## src/rtl/vga_timing_engine.sv

```systemverilog
`default_nettype none
// ============================================================================
// Module   : vga_timing_engine
// Purpose  : Pixel divider, fetch-stage raster counters and a FETCH_LAT-tick
//            display pipeline. Optional macro: VGA_TEST_PATTERN_EN.
// Revision : 1.0  initial release
// ============================================================================
module vga_timing_engine #(
  parameter int H_ACTIVE  = 800,
  parameter int H_FP      = 40,
  parameter int H_SYNC    = 128,
  parameter int H_BP      = 88,
  parameter int V_ACTIVE  = 600,
  parameter int V_FP      = 1,
  parameter int V_SYNC    = 4,
  parameter int V_BP      = 23,
  parameter int H_POL     = 1,
  parameter int V_POL     = 1,
  parameter int PIX_DIV   = 1,
  parameter int FETCH_LAT = 1,
  parameter int CBITS     = 4,
  parameter int CNT_W     = 11
) (
  input  logic               clk,
  input  logic               reset,
`ifdef VGA_TEST_PATTERN_EN
  input  logic               pattern_sel,
`endif
  input  logic [3*CBITS-1:0] pix_data,
  output logic [CNT_W-1:0]   fetch_x,
  output logic [CNT_W-1:0]   fetch_y,
  output logic               fetch_valid,
  output logic               pix_tick,
  output logic               line_start,
  output logic               frame_start,
  output logic               hsync,
  output logic               vsync,
  output logic               de,
  output logic [CBITS-1:0]   r,
  output logic [CBITS-1:0]   g,
  output logic [CBITS-1:0]   b
);

  localparam int C_H_TOTAL = H_ACTIVE + H_FP + H_SYNC + H_BP;
  localparam int C_V_TOTAL = V_ACTIVE + V_FP + V_SYNC + V_BP;
  localparam int C_DIV_W   = (PIX_DIV > 1) ? $clog2(PIX_DIV) : 1;

  localparam logic [C_DIV_W-1:0] C_DIV_LAST = C_DIV_W'(PIX_DIV - 1);
  localparam logic [CNT_W-1:0]   C_X_LAST   = CNT_W'(C_H_TOTAL - 1);
  localparam logic [CNT_W-1:0]   C_Y_LAST   = CNT_W'(C_V_TOTAL - 1);
  localparam logic [CNT_W-1:0]   C_X_ACT    = CNT_W'(H_ACTIVE);
  localparam logic [CNT_W-1:0]   C_Y_ACT    = CNT_W'(V_ACTIVE);
  localparam logic [CNT_W-1:0]   C_HS_BEG   = CNT_W'(H_ACTIVE + H_FP);
  localparam logic [CNT_W-1:0]   C_HS_END   = CNT_W'(H_ACTIVE + H_FP + H_SYNC);
  localparam logic [CNT_W-1:0]   C_VS_BEG   = CNT_W'(V_ACTIVE + V_FP);
  localparam logic [CNT_W-1:0]   C_VS_END   = CNT_W'(V_ACTIVE + V_FP + V_SYNC);
  localparam logic               C_HS_ON    = (H_POL != 0);
  localparam logic               C_VS_ON    = (V_POL != 0);

  logic [C_DIV_W-1:0] r_div;
  logic               w_tick;
  logic               w_x_last;
  logic               w_y_last;
  logic               w_hs_f;
  logic               w_vs_f;
  logic               w_last_v;
  logic               w_last_hs;
  logic               w_last_vs;
  logic [3*CBITS-1:0] w_rgb;
`ifdef VGA_TEST_PATTERN_EN
  logic [CNT_W-1:0]   w_last_x;
`endif

  // Gated by reset so no tick is ever seen while the engine is held
  assign w_tick   = reset && (r_div == C_DIV_LAST);
  assign pix_tick = w_tick;

  always_ff @(posedge clk) begin
    if (!reset)      r_div <= '0;
    else if (w_tick) r_div <= '0;
    else             r_div <= r_div + 1'b1;
  end

  assign w_x_last = (fetch_x == C_X_LAST);
  assign w_y_last = (fetch_y == C_Y_LAST);

  always_ff @(posedge clk) begin
    if (!reset) begin
      fetch_x <= '0;
      fetch_y <= '0;
    end else if (w_tick) begin
      if (w_x_last) begin
        fetch_x <= '0;
        fetch_y <= w_y_last ? '0 : fetch_y + 1'b1;
      end else begin
        fetch_x <= fetch_x + 1'b1;
      end
    end
  end

  assign fetch_valid = (fetch_x < C_X_ACT) && (fetch_y < C_Y_ACT);
  assign w_hs_f      = (fetch_x >= C_HS_BEG) && (fetch_x < C_HS_END);
  assign w_vs_f      = (fetch_y >= C_VS_BEG) && (fetch_y < C_VS_END);
  assign line_start  = w_tick && w_x_last;
  assign frame_start = w_tick && w_x_last && w_y_last;

  // The output registers are the final pipeline stage, so only FETCH_LAT-1
  // intermediate stages sit between the counters and them.
  generate
    if (FETCH_LAT == 1) begin : g_lat1
      assign w_last_v  = fetch_valid;
      assign w_last_hs = w_hs_f;
      assign w_last_vs = w_vs_f;
`ifdef VGA_TEST_PATTERN_EN
      assign w_last_x  = fetch_x;
`endif
    end else begin : g_pipe
      logic [FETCH_LAT-2:0] r_v;
      logic [FETCH_LAT-2:0] r_hs;
      logic [FETCH_LAT-2:0] r_vs;
`ifdef VGA_TEST_PATTERN_EN
      logic [CNT_W-1:0]     r_x [FETCH_LAT-1];
`endif
      always_ff @(posedge clk) begin
        if (!reset) begin
          r_v  <= '0;
          r_hs <= '0;
          r_vs <= '0;
`ifdef VGA_TEST_PATTERN_EN
          for (int i = 0; i < FETCH_LAT - 1; i++) r_x[i] <= '0;
`endif
        end else if (w_tick) begin
          r_v[0]  <= fetch_valid;
          r_hs[0] <= w_hs_f;
          r_vs[0] <= w_vs_f;
`ifdef VGA_TEST_PATTERN_EN
          r_x[0]  <= fetch_x;
`endif
          for (int i = 1; i < FETCH_LAT - 1; i++) begin
            r_v[i]  <= r_v[i-1];
            r_hs[i] <= r_hs[i-1];
            r_vs[i] <= r_vs[i-1];
`ifdef VGA_TEST_PATTERN_EN
            r_x[i]  <= r_x[i-1];
`endif
          end
        end
      end
      assign w_last_v  = r_v[FETCH_LAT-2];
      assign w_last_hs = r_hs[FETCH_LAT-2];
      assign w_last_vs = r_vs[FETCH_LAT-2];
`ifdef VGA_TEST_PATTERN_EN
      assign w_last_x  = r_x[FETCH_LAT-2];
`endif
    end
  endgenerate

`ifdef VGA_TEST_PATTERN_EN
  localparam int C_BAR_W = (H_ACTIVE / 8 > 0) ? H_ACTIVE / 8 : 1;

  logic [CNT_W-1:0] w_bar;
  logic [2:0]       w_idx;

  // Columns past the eighth full bar fold into the last (black) bar
  assign w_bar = w_last_x / CNT_W'(C_BAR_W);
  assign w_idx = (w_bar > CNT_W'(7)) ? 3'd0 : (3'd7 - w_bar[2:0]);

  always_comb begin
    w_rgb = '0;
    if (w_last_v) begin
      if (pattern_sel) w_rgb = {{CBITS{w_idx[0]}}, {CBITS{w_idx[1]}}, {CBITS{w_idx[2]}}};
      else             w_rgb = pix_data;
    end
  end
`else
  assign w_rgb = w_last_v ? pix_data : '0;
`endif

  always_ff @(posedge clk) begin
    if (!reset) begin
      de    <= 1'b0;
      hsync <= ~C_HS_ON;
      vsync <= ~C_VS_ON;
      r     <= '0;
      g     <= '0;
      b     <= '0;
    end else if (w_tick) begin
      de    <= w_last_v;
      hsync <= w_last_hs ? C_HS_ON : ~C_HS_ON;
      vsync <= w_last_vs ? C_VS_ON : ~C_VS_ON;
      r     <= w_rgb[CBITS-1:0];
      g     <= w_rgb[2*CBITS-1:CBITS];
      b     <= w_rgb[3*CBITS-1:2*CBITS];
    end
  end

endmodule
`default_nettype wire

```

## config.mk

```make
export PLATFORM = sky130hd
export DESIGN_NAME = vga_timing_engine
export DESIGN_NICKNAME = d
export VERILOG_FILES = /design/src/rtl/vga_timing_engine.sv
export SDC_FILE = /design/constraint.sdc
export NUM_CORES = 1
export LEC_CHECK = 0
export ABC_AREA = 1
export BUFFER_PORTS_ARGS = -buffer_cell sky130_fd_sc_hd__buf_2
export CAP_MARGIN = 25
export CORE_MARGIN = 1.5
export CORE_UTILIZATION = 40
export CTS_CLUSTER_SIZE = 24
export DETAILED_ROUTE_END_ITERATION = 12
export HOLD_SLACK_MARGIN = 0.06
export SETUP_SLACK_MARGIN = 0.15
export SKIP_LAST_GASP = 1
export SYNTH_ARGS = -nofsm -noshare
export SYNTH_HDL_FRONTEND = slang
export SYNTH_SLANG_ARGS = --single-unit
```

## constraint.sdc

```tcl
create_clock -name clk -period 3.9 [get_ports clk]
set_input_delay 0.78 -clock clk [delete_from_list [all_inputs] [get_ports clk]]
set_output_delay 0.78 -clock clk [all_outputs]
set_load 0.01 [all_outputs]
```

== Word level (Yosys, flattened, before mapping) ==
Cells that the tools add are included.

* Flip-flop bits (word level): 38
* Bits of input ports: 14
* Output and inout bits: 41
* Logic and storage cells: 35

* Add/sub/neg operators: 3
* $lt $le $gt $ge: 6
* Equal/unequal tests: 2
* Mux-type cells: 5
* Bitwise logic cells: 2
* Reduce and logical (&&, ||, !) cells: 8

{| class="wikitable"
|+ Operators by type and width
! cell !! number
|-
| less-than comparator 11 x 10 -> 1 bit, second input constant || 4
|-
| adder 11 x 1 -> 11 bit, second input constant || 2
|-
| greater-or-equal comparator 11 x 10 -> 1 bit, second input constant || 2
|-
| 2-to-1 mux 11 bit || 2
|-
| 2-to-1 mux 12 bit || 1
|-
| == test 11 x 10 -> 1 bit, second input constant || 1
|-
| == test 11 bit, second input constant || 1
|-
| logical AND 1 bit || 6
|-
| 2-to-1 mux 1 bit || 2
|-
| inverter 1 bit || 2
|-
| AND reduction 2 bit || 1
|-
| OR reduction 2 bit || 1
|-
| adder 1 bit, second input constant || 1
|}

== Longest topological paths before layout ==
Gate-level depths: netlist of run 1.

* Depth after elaboration: 4
* Depth in mapped cells: 10
* Mapped depth without buffers: 9

== Least setup slack after synthesis of run 1 ==
No wires, ideal clock.

* Path type: input to output
* Start point: in reset
* End point: out frame_start
* Data arrival time: 1.540 ns
* Data required time: 3.120 ns
* Slack: 1.580 ns
* Stages: 7
* Path buffers: 1
* Cell sequence: buf_6 -> nand2_8 -> nor2_8 -> inv_2 -> nor2_8 -> nand2_4 -> inv_1

* Longest elaborated chain between the ends: 3

{| class="wikitable"
|+ RTL lines
! what !! RTL line !! RTL
|-
| start: declaration || 25 || <nowiki>input logic reset,</nowiki>
|-
| logical AND 1 bit || 75 || <nowiki>assign w_tick = reset && (r_div == C_DIV_LAST);</nowiki>
|-
| logical AND 1 bit || n/a ||
|-
| named net line_start || 34 || <nowiki>output logic line_start,</nowiki>
|-
| logical AND 1 bit || 105 || <nowiki>assign frame_start = w_tick && w_x_last && w_y_last;</nowiki>
|-
| end: declaration || 35 || <nowiki>output logic frame_start,</nowiki>
|}

The timed path passes the listed nets, and every way through them passes these cells.

== Worst setup path after layout of run 1 ==
* Start point: in reset
* End point: out frame_start

* Longest elaborated chain between the ends: 3

{| class="wikitable"
|+ RTL lines
! what !! RTL line
|-
| logical AND 1 bit || 75
|-
| logical AND 1 bit (2 in series) || 105
|}

No other way between the ends.

==> results of run 1 <==
[power groups by stage]
stage | clock network, mW | logic (mW) | registers (mW)
2_1_floorplan | 0 | 0.0276 | 0.418
3_3_place_gp | 0 | 0.0530 | 0.413
3_5_place_dp | 0 | 0.0533 | 0.413
4_1_cts | 0.289 | 0.0535 | 0.404
5_1_grt | 0.312 | 0.0589 | 0.405
6_report | 0.278 | 0.0527 | 0.404
[metal layers]
layer	global-route usage (%)	vias up	part of all wire (%)
met4	5.657	0	0.58
met3	5.087	2	4.0
met5	0	-	0
li1	-	1081	-
met2	29.60	38	46
met1	26.07	924	49
[cell type report]
class	count	area, um^2	share of cell area [%]
clock inverter	1	5.005	0.2021
inverter	41	153.9	6.215
timing repair buffer	54	270.3	10.91
sequential	38	760.7	30.72
multi-input combinational	226	1116	45.07
clock buffer	7	86.33	3.487
tap	67	83.83	3.386
[worst reg2reg max path, delay by kind of cell, from the launching register on]
kind                     cells  cell delay (ps)
AO/OA/AOI/OAI                1               60
buffers and inverters        1               80
flip-flops                   1              380
AND/OR/NAND/NOR              5              770
adder cells (fa/ha/maj)      1              190
[path summary, 6_finish.rpt]
path | to | start | slack, ps | cells past startpoint
max | frame_start | reset | 1280 | 8
min | hsync | hsync | 450 | 2
max reg2reg | fetch_y[0] | fetch_x[0] | 2320 | 8
min reg2reg | hsync | hsync | 450 | 2
[per-stage QoR]
step | util (%) | cells | setup WS, ps | hold slack (ps)
after floorplan | - | 309 | 1580 | 474.1
after global placement | 49.19 | 426 | 1323 | 433.5
after detailed placement | 49.19 | 426 | 1299 | 437.9
after CTS | 51.07 | 434 | 1289 | 454.2
after global routing | 51.07 | 434 | 1219 | 472.1
final | 51.07 | 434 | 1284 | 449.8
[state kept, by name, indices dropped and copies added, names as in the netlist]
name     flops
hsync        1
de           1
r_div        1
b            4
fetch_x     11
vsync        1
g            4
fetch_y     11
r            4
[synth_stat cells]
| library cell | number | area (um^2) |
|---|---|---|
| a211oi_1 | 1 | 7.510 |
| nand2_8 | 1 | 20.02 |
| buf_6 | 2 | 22.52 |
| and2_1 | 1 | 6.260 |
| nor2_8 | 2 | 40.04 |
| nand3_1 | 23 | 115.1 |
| o21ai_2 | 2 | 17.52 |
| nor2_2 | 5 | 31.28 |
| nand3_2 | 2 | 20.02 |
| or2_2 | 1 | 6.260 |
| nor2_1 | 34 | 127.6 |
| nand2_1 | 106 | 397.9 |
| nand2_4 | 1 | 11.26 |
| inv_2 | 7 | 26.28 |
| o21ai_0 | 7 | 35.03 |
| buf_4 | 1 | 7.510 |
| nor2_4 | 3 | 33.78 |
| a21oi_1 | 11 | 55.05 |
| nand4_1 | 10 | 62.56 |
| dfxtp_1 | 38 | 760.7 |
| conb_1 | 1 | 3.750 |
| buf_2 | 1 | 5.000 |
| inv_1 | 34 | 127.6 |
| ha_1 | 4 | 50.05 |
| nand2_2 | 4 | 25.02 |
| a31oi_1 | 1 | 6.260 |
| nor3_4 | 1 | 16.27 |
| nor3_1 | 3 | 15.01 |
| o22ai_1 | 2 | 12.51 |
[logic make-up after synthesis]
group | Yosys count | share of synthesized area, %
AOI/OAI and AO/OA | 24 | 6.481
other | 1 | 0.1815
buffers and inverters | 45 | 9.146
adders and majority gates | 4 | 2.423
DFF | 38 | 36.83
and+or+nand+nor | 197 | 44.94
==> metrics.cfg, run 1 <==
[status]
run_status=completed

[routing]
drtPass1Iterations=4
wl_per_cell_um=11.48
drc_errors=0
drtIter0Drc=72
via_count=2045
routed_wl_um=4983
vias_per_cell=4.712
ant_nets=0

[run]
drv_cap=0

[yosys]
ys_seq_elements=38
synthesis.nets=327
seq_area_frac_synth_pct=36.83
syn_area_um2=2066
syn_avg_cell_area_um2=6.685
synth_cell_types=29
yosysWarnings=0
postSynthCellCount=309

[timing]
fin_crit_ps=2616
finalCritPeriodShare_pct=67.07
final_hold_viol_count=0
final_max_slew_viol_count=0
rsz0062_at_grt=no
final.setup_skew_ps=5.850
totalNegativeSetupSlack_ps=0
setup_viol=0
fmax_mhz=382.3

[clock_tree]
post_cts_buffers=0
cts_resized=0
htree_levels=2
clk_pin_slew_worst_paths_ps=70
cts_root_buffer=clkbuf_8
cts_tree=yes
postCtsHoldBufs=0
cts_sinks=38
numCtsBuffers=5
clk-insertion-delay-late_ps=290
max-clock-path-buffers=2

[floorplan]
coreArea_um2=4848
start_util_pct=42.61
dieArea_um2=5605
die_x_um=74.87
pin_count=55
rows=25
fp.dieH_um=74.87

[worst_setup_path]
crit_path_max_fanout=10
worstSetupPathType=in -> out
cpPeakStageDelay_ps=250
cp_num_buf_inv=4
crit_family=simple AND/OR/NAND/NOR gates
crit_slowest_cell=buf_2
start_kind=input pin
worstPathCellList=buf_2 > nand2_8 > nor2_8 > inv_2 > nor2_8 > nand2_4 > inv_1 > buf_2
worstSetupEndpointType=output pin
cp.required_ps=3120
crit_arrival_ps=1840

[placed_design]
dpl_cell_area_um2=2385
routabilityCongestion=0.8632
dp_hpwl_um=3819
io_buffers=54

[pwr]
combPwrFrac_pct=7.2
sw_frac_of_total_pct=23.69
p_seq_share_pct=55.0
powerDensity_nw_per_um2=296.7
p_clk_share_pct=37.8
power.net_switching_mw=0.1741
vdd_ir_drop_max_mv=0.1593
p_total_mw=0.7347
p_leak_nw=1.290
intPower_mw=0.5607

[layout]
drive_above_1_share_pct=24.52
stdcell_area_um2=2476
diodes=0
syn2layout_area_growth_pct=19.87
nFillCells=518
nets=384
mostFrequentLayoutCells=nand2_1 (106), buf_2 (54), dfxtp_1 (38)
final_common_cell=nand2_1

[grt]
grt_first_pass_wirelength_um=8079
track_usage_pct=19.08
grt_max_degree=16
grt_pass1_vias=1810
antenna_found_initial=0
gr-total-overflow=0

[min_path]
hp-class=reg -> reg

Note: power is estimated with default switching activity, not from simulation.
==> run 2, diff against run 1 <==
ABC_AREA = 0   (was 1)
PLACE_DENSITY = 0.65   (was unset)
clock period = 2.55 ns   (was 3.9 ns; I/O delays follow)
==> run 2 against run 1 <==
Worst setup slack got worse by 970 ps; highest routed layer unchanged; critical path type is now reg -> out; synthesized cell count fell by 39%; cell count fell by 32%; via count fell by 22%; critical endpoint unchanged; final area fell by 14%; global-route usage fell by 1.1 points.
==> metrics.cfg, run 2 <==
[yosys]
synth_top_family_by_area=simple AND/OR/NAND/NOR gates
synth_edf_count=0  ; unchanged
seq_area_frac_synth_pct=44.31  ; +7.5 points
synth_commonest_cells=dfxtp_1 (38), nand2_1 (18), a22o_1 (12)
syn_area_um2=1717  ; -17%
yosysWarnings=0  ; unchanged
netlist.top_cell.by_area=dfxtp_1
ys_seq_elements=38  ; unchanged
synth-main-ff-cell=dfxtp_1
synth_most_common_cell=dfxtp_1
synth_xor_area_share_pct=5.102  ; +5.1 points
syn_avg_cell_area_um2=9.180  ; +37%
synth.mux.area_fraction_pct=0  ; unchanged
synth_area_leaders=dfxtp_1 (44%), a22o_1 (6.1%), nand2_1 (3.9%)
postSynthCellCount=187  ; -39%
synth_top_area_share_pct=44.31  ; +7.5 points
synth_cell_types=41  ; +41%
postSynth.asyncResetShare_pct=0  ; unchanged
synthesis.nets=205  ; -37%
synth_compound_area_share_pct=17.35  ; +11 points
yosys.area_share.simple_pct=27.04  ; -18 points
synth_adder_area_share_pct=2.915  ; +0.49 points

[worst_setup_path]
crit_path_max_fanout=7  ; -3
crit_slowest_cell=dfxtp_1
crit_path_start=fetch_y[4]
cpPeakStageDelay_ps=430  ; +180 ps
worstPathCellList=nor4b_1 > nand4_1 > nor2_1 > buf_2
worstSetupPathType=reg -> out
start_kind=flop
worstSetupEndpointType=output pin
r2r-start=fetch_x[1]
cp.required_ps=2040  ; -1080 ps
rr_worst_depth=6  ; -2
crit_arrival_ps=1730  ; -110 ps

[timing]
slew_headroom_pct=63.78
finalCritPeriodShare_pct=87.75
fmax_mhz=446.9
worst_pin_slew_ps=543.3
totalNegativeSetupSlack_ps=0  ; unchanged
rsz0062_at_grt=no
fin_crit_ps=2238
setup_viol=0  ; unchanged
final_max_slew_viol_count=0  ; unchanged
final.setup_skew_ps=6.897  ; +1.047 ps
final_hold_viol_count=0  ; unchanged

[grt]
antenna_found_initial=0  ; unchanged
gr-total-overflow=0  ; unchanged
grt_first_pass_wirelength_um=6237  ; -23%
grt_pass1_vias=1340  ; -26%
track_usage_pct=17.94  ; -1.1 points
grt_max_degree=17  ; +1

[clock_tree]
cts_resized=0  ; unchanged
cts_root_buffer=clkbuf_8
htree_levels=2  ; unchanged
postCtsHoldBufs=0  ; unchanged
clk_pin_slew_worst_paths_ps=80  ; about the same
clk-insertion-delay-late_ps=290  ; about the same
numCtsBuffers=5  ; unchanged
cts_tree=yes
post_cts_buffers=0  ; unchanged
cts_sinks=38  ; unchanged
max-clock-path-buffers=2  ; unchanged

[routing]
met3WireLength_um=226  ; +13%
ant_nets=0  ; unchanged
wl_per_cell_um=14.10  ; +23%
drc_errors=0  ; unchanged
wl_met2_um=1944  ; -16%
drtIter0Drc=74  ; +2.8%
vias_per_cell=5.446  ; +16%
maxUsedRoutingLayer=met4
wirelength_met1_um=1911  ; -22%
via_count=1601  ; -22%
drtPass1Iterations=4  ; unchanged
routed_wl_um=4145  ; -17%

[placed_design]
io_buffers=54  ; unchanged
routabilityCongestion=0.8257  ; -4.3%
dpl_cell_area_um2=2031  ; -15%
dp_hpwl_um=3066  ; -20%

[min_path]
hp-class=in -> reg
hold_depth=2  ; unchanged
min_from=pix_data[5]

[layout]
final_common_cell=buf_2
diodes=0  ; unchanged
mostFrequentLayoutCells=buf_2 (54), dfxtp_1 (38), nand2_1 (18)
drive_above_1_share_pct=28.28  ; +3.8 points
multiInputGateArea_um2=903.4  ; -19%
largest_registers=fetch_x x11, fetch_y x11
nets=261  ; -32%
seq_area_um2=760.7  ; unchanged
nFillCells=394  ; -24%
syn2layout_area_growth_pct=23.83
stdcell_area_um2=2126  ; -14%

[floorplan]
dieArea_um2=4694  ; -16%
die_x_um=68.51  ; -8.5%
fp.dieH_um=68.51  ; -8.5%
rows=23  ; -8.0%
pin_count=55  ; unchanged
start_util_pct=42.31  ; -0.30 points
coreArea_um2=4058  ; -16%

[pwr]
powerDensity_nw_per_um2=528.6  ; +78%
vdd_ir_drop_max_mv=0.4076  ; +160%
p_leak_nw=0.9440  ; -27%
p_total_mw=1.124  ; +53%

[status]
run_status=completed

[run]
drv_cap=0  ; unchanged

-- run 2: layout make-up --
type | count | area share, %
well taps | 50 | 2.943
inverters | 7 | 1.236
clock buffers | 6 | 3.885
clock inverters | 2 | 0.5886
flip-flops and latches | 38 | 35.79
repair buffers | 55 | 13.07
multi-input cells | 136 | 42.50
-- run 2: power by group --
| part | internal [mW] | switching, mW | total [mW] |
|---|---|---|---|
| Combinational | 0.0302 | 0.0369 | 0.0671 |
| Sequential | 0.609 | 0.0111 | 0.620 |
| Clock | 0.217 | 0.219 | 0.436 |
| Total | 0.857 | 0.267 | 1.12 |
-- run 2: kinds of logic after synthesis --
kind of cell | Yosys count
and+or+nand+nor | 77
other | 1
AOI/OAI and AO/OA | 44
adders and majority gates | 4
DFF | 38
xor gates and xnor gates | 10
buffers and inverters | 13
-- run 2: worst paths after layout --
| check | to | slack (ps) |
|---|---|---|
| worst max-delay path | frame_start | 310 |
| worst min-delay path | g[1] | 420 |
| worst max register to register | fetch_y[7] | 680 |
| worst min register to register | de | 450 |
-- run 2: worst max-delay path: cells and delay by family, from the launching register on --
kind / cells / cell delay [ps]
AND/OR/NAND/NOR: 3 / 870
flip-flops: 1 / 430
buffers and inverters: 1 / 140
-- run 2: routing by layer --
metal / global-route usage, % / vias up
met5: 0 / -
met4: 6.750 / 0
met3: 4.870 / 6
met2: 28.37 / 45
met1: 23.26 / 753
li1: - / 797
-- run 2: metrics by stage --
| stage | util [%] | setup WS (ps) | hold WS [ps] | instances |
|---|---|---|---|---|
| final | 52.39 | 312.3 | 420.0 | 294 |
| after global routing | 52.39 | 175.6 | 412.8 | 294 |
| after CTS | 52.39 | 294.8 | 410.3 | 294 |
| after detailed placement | 50.05 | 598.9 | 433.6 | 286 |
| after global placement | 50.05 | 637.3 | 428.1 | 286 |
| after floorplan | - | 646.7 | 476.1 | 187 |
==> run 3, diff against run 2 <==
RECOVER_POWER = 50   (was unset)
==> run 3 against run 2 <==
Die area unchanged; count of clock-buffer cells in the layout did not move; first-iteration DRC count down 1.4%; critical path depth is the same; final area fell by 2.2%; non-clock buffer count unchanged; worst hold slack barely moved; sequential share of layout area grew 0.80 points; flip-flop and latch count unchanged; worst setup slack better by 2.3 ps; global-route usage unchanged; via count shrank 0.25%; highest routed layer unchanged.
==> metrics.cfg, run 3 (same netlist as run 2, synthesis figures left out) <==
[clock_tree]
cts_sinks=38  ; unchanged
clk_pin_slew_worst_paths_ps=80  ; about the same
cts_tree=yes
post_cts_buffers=0  ; unchanged
max-clock-path-buffers=2  ; unchanged
cts_resized=0  ; unchanged
cts_root_buffer=clkbuf_8
numCtsBuffers=5  ; unchanged
postCtsHoldBufs=0  ; unchanged
htree_levels=2  ; unchanged
clk-insertion-delay-late_ps=290  ; about the same

[placed_design]
routabilityCongestion=0.8257  ; unchanged
pre_cts_slack_ps=598.9  ; unchanged
dpl_cell_area_um2=2031  ; unchanged
placedCellCount=286  ; unchanged
io_buffers=54  ; unchanged
dp_hpwl_um=3066  ; unchanged

[worst_setup_path]
worstSetupEndpointType=output pin
worstSetupPathType=reg -> out
rr_worst_depth=6  ; unchanged
cp.required_ps=2040  ; about the same
crit_path_start=fetch_y[4]
reg2reg_slack_ps=440  ; -240 ps
timing.rr.end=fetch_y[7]
r2r-start=fetch_x[0]
crit_arrival_ps=1730  ; about the same
cp-endpoint=frame_start
start_kind=flop
crit_path_max_fanout=7  ; unchanged

[timing]
holdWs_ps=419.5  ; -0.4600 ps
final_max_slew_viol_count=0  ; unchanged
totalNegativeSetupSlack_ps=0  ; unchanged
slew_headroom_pct=64.45  ; +0.67 points
setup_slack_ps=314.6  ; +2.328 ps
fin_crit_ps=2235  ; -2.328 ps
setup_viol=0  ; unchanged
finalCritPeriodShare_pct=87.66  ; -0.091 points
fmax_mhz=447.4  ; +0.10%
worst_pin_slew_ps=533.3  ; -10.02 ps
final_hold_viol_count=0  ; unchanged
rsz0062_at_grt=no
final.setup_skew_ps=6.210  ; -0.6876 ps

[routing]
vias_per_cell=5.432  ; -0.25%
via_count=1597  ; -0.25%
drtPass1Iterations=4  ; unchanged
ant_nets=0  ; unchanged
drtIter0Drc=73  ; -1.4%
routed_wl_um=4159  ; +0.34%
wl_per_cell_um=14.15  ; +0.34%
drc_errors=0  ; unchanged

[status]
run_status=completed

[layout]
drive_above_1_share_pct=13.93  ; -14 points
fin_cells=294  ; unchanged
diodes=0  ; unchanged
nets=261  ; unchanged
syn2layout_area_growth_pct=21.14
mostFrequentLayoutCells=dfxtp_1 (38), clkbuf_1 (35), buf_2 (20)
utilization_pct=51.25  ; -1.1 points
largest_registers=fetch_x x11, fetch_y x11
final_common_cell=dfxtp_1
stdcell_area_um2=2079  ; -2.2%

[grt]
grt_max_degree=17  ; unchanged
gr-total-overflow=0  ; unchanged
track_usage_pct=17.94  ; unchanged
grt_pass1_vias=1340  ; unchanged
antenna_found_initial=0  ; unchanged
grt_first_pass_wirelength_um=6237  ; unchanged

[pwr]
p_total_mw=1.120  ; -0.33%
powerDensity_nw_per_um2=538.6  ; +1.9%
vdd_ir_drop_max_mv=0.4071  ; -0.14%
p_leak_nw=0.7980  ; -15%

[floorplan]
coreArea_um2=4058  ; unchanged
start_util_pct=42.31  ; unchanged
dieArea_um2=4694  ; unchanged
fp.dieH_um=68.51  ; unchanged
rows=23  ; unchanged
pin_count=55  ; unchanged
die_x_um=68.51  ; unchanged

[min_path]
hp-class=in -> reg

[run]
drv_cap=0  ; unchanged

[run 3: final cells by class]
class                   instances  area, um^2
fillers                       412        1978
multi-input cells             136       903.4
flip-flops and latches         38       760.7
repair buffers                 55       231.5
clock buffers                   6       82.58
well taps                      50       62.56
inverters                       7       26.28
clock inverters                 2       12.51
[run 3: critical path, stage by stage, from the launching register on]
cell and delay, ps:
dfxtp_1 430, nor4b_1 380, nand4_1 320, nor2_1 160
buf_2 140
[run 3: how the worst min path moves through the flow]
stage          depth (start not counted)   startpoint  endpoint  slack [ps]
3_5_place_dp                           1           de        de         430
5_1_grt                                2  pix_data[4]      g[0]         410
3_3_place_gp                           1           de        de         430
2_1_floorplan                          2        hsync     hsync         480
4_1_cts                                2  pix_data[5]      g[1]         410
6_report                               2  pix_data[5]      g[1]         420
[run 3: layer usage]
layer | up-vias | GRT usage [%] | routed length, um
met5 | - | 0 | 0
met4 | 0 | 6.750 | 66
met3 | 6 | 4.870 | 221
met2 | 43 | 28.37 | 1952
met1 | 753 | 23.26 | 1919
li1 | 795 | - | -
[run 3: power by group]
part / leakage, nW / internal (mW) / switching [mW]
logic: 0.441 / 0.0263 / 0.0368
registers: 0.309 / 0.609 / 0.0114
clock network: 0.0472 / 0.217 / 0.219
total: 0.798 / 0.853 / 0.267
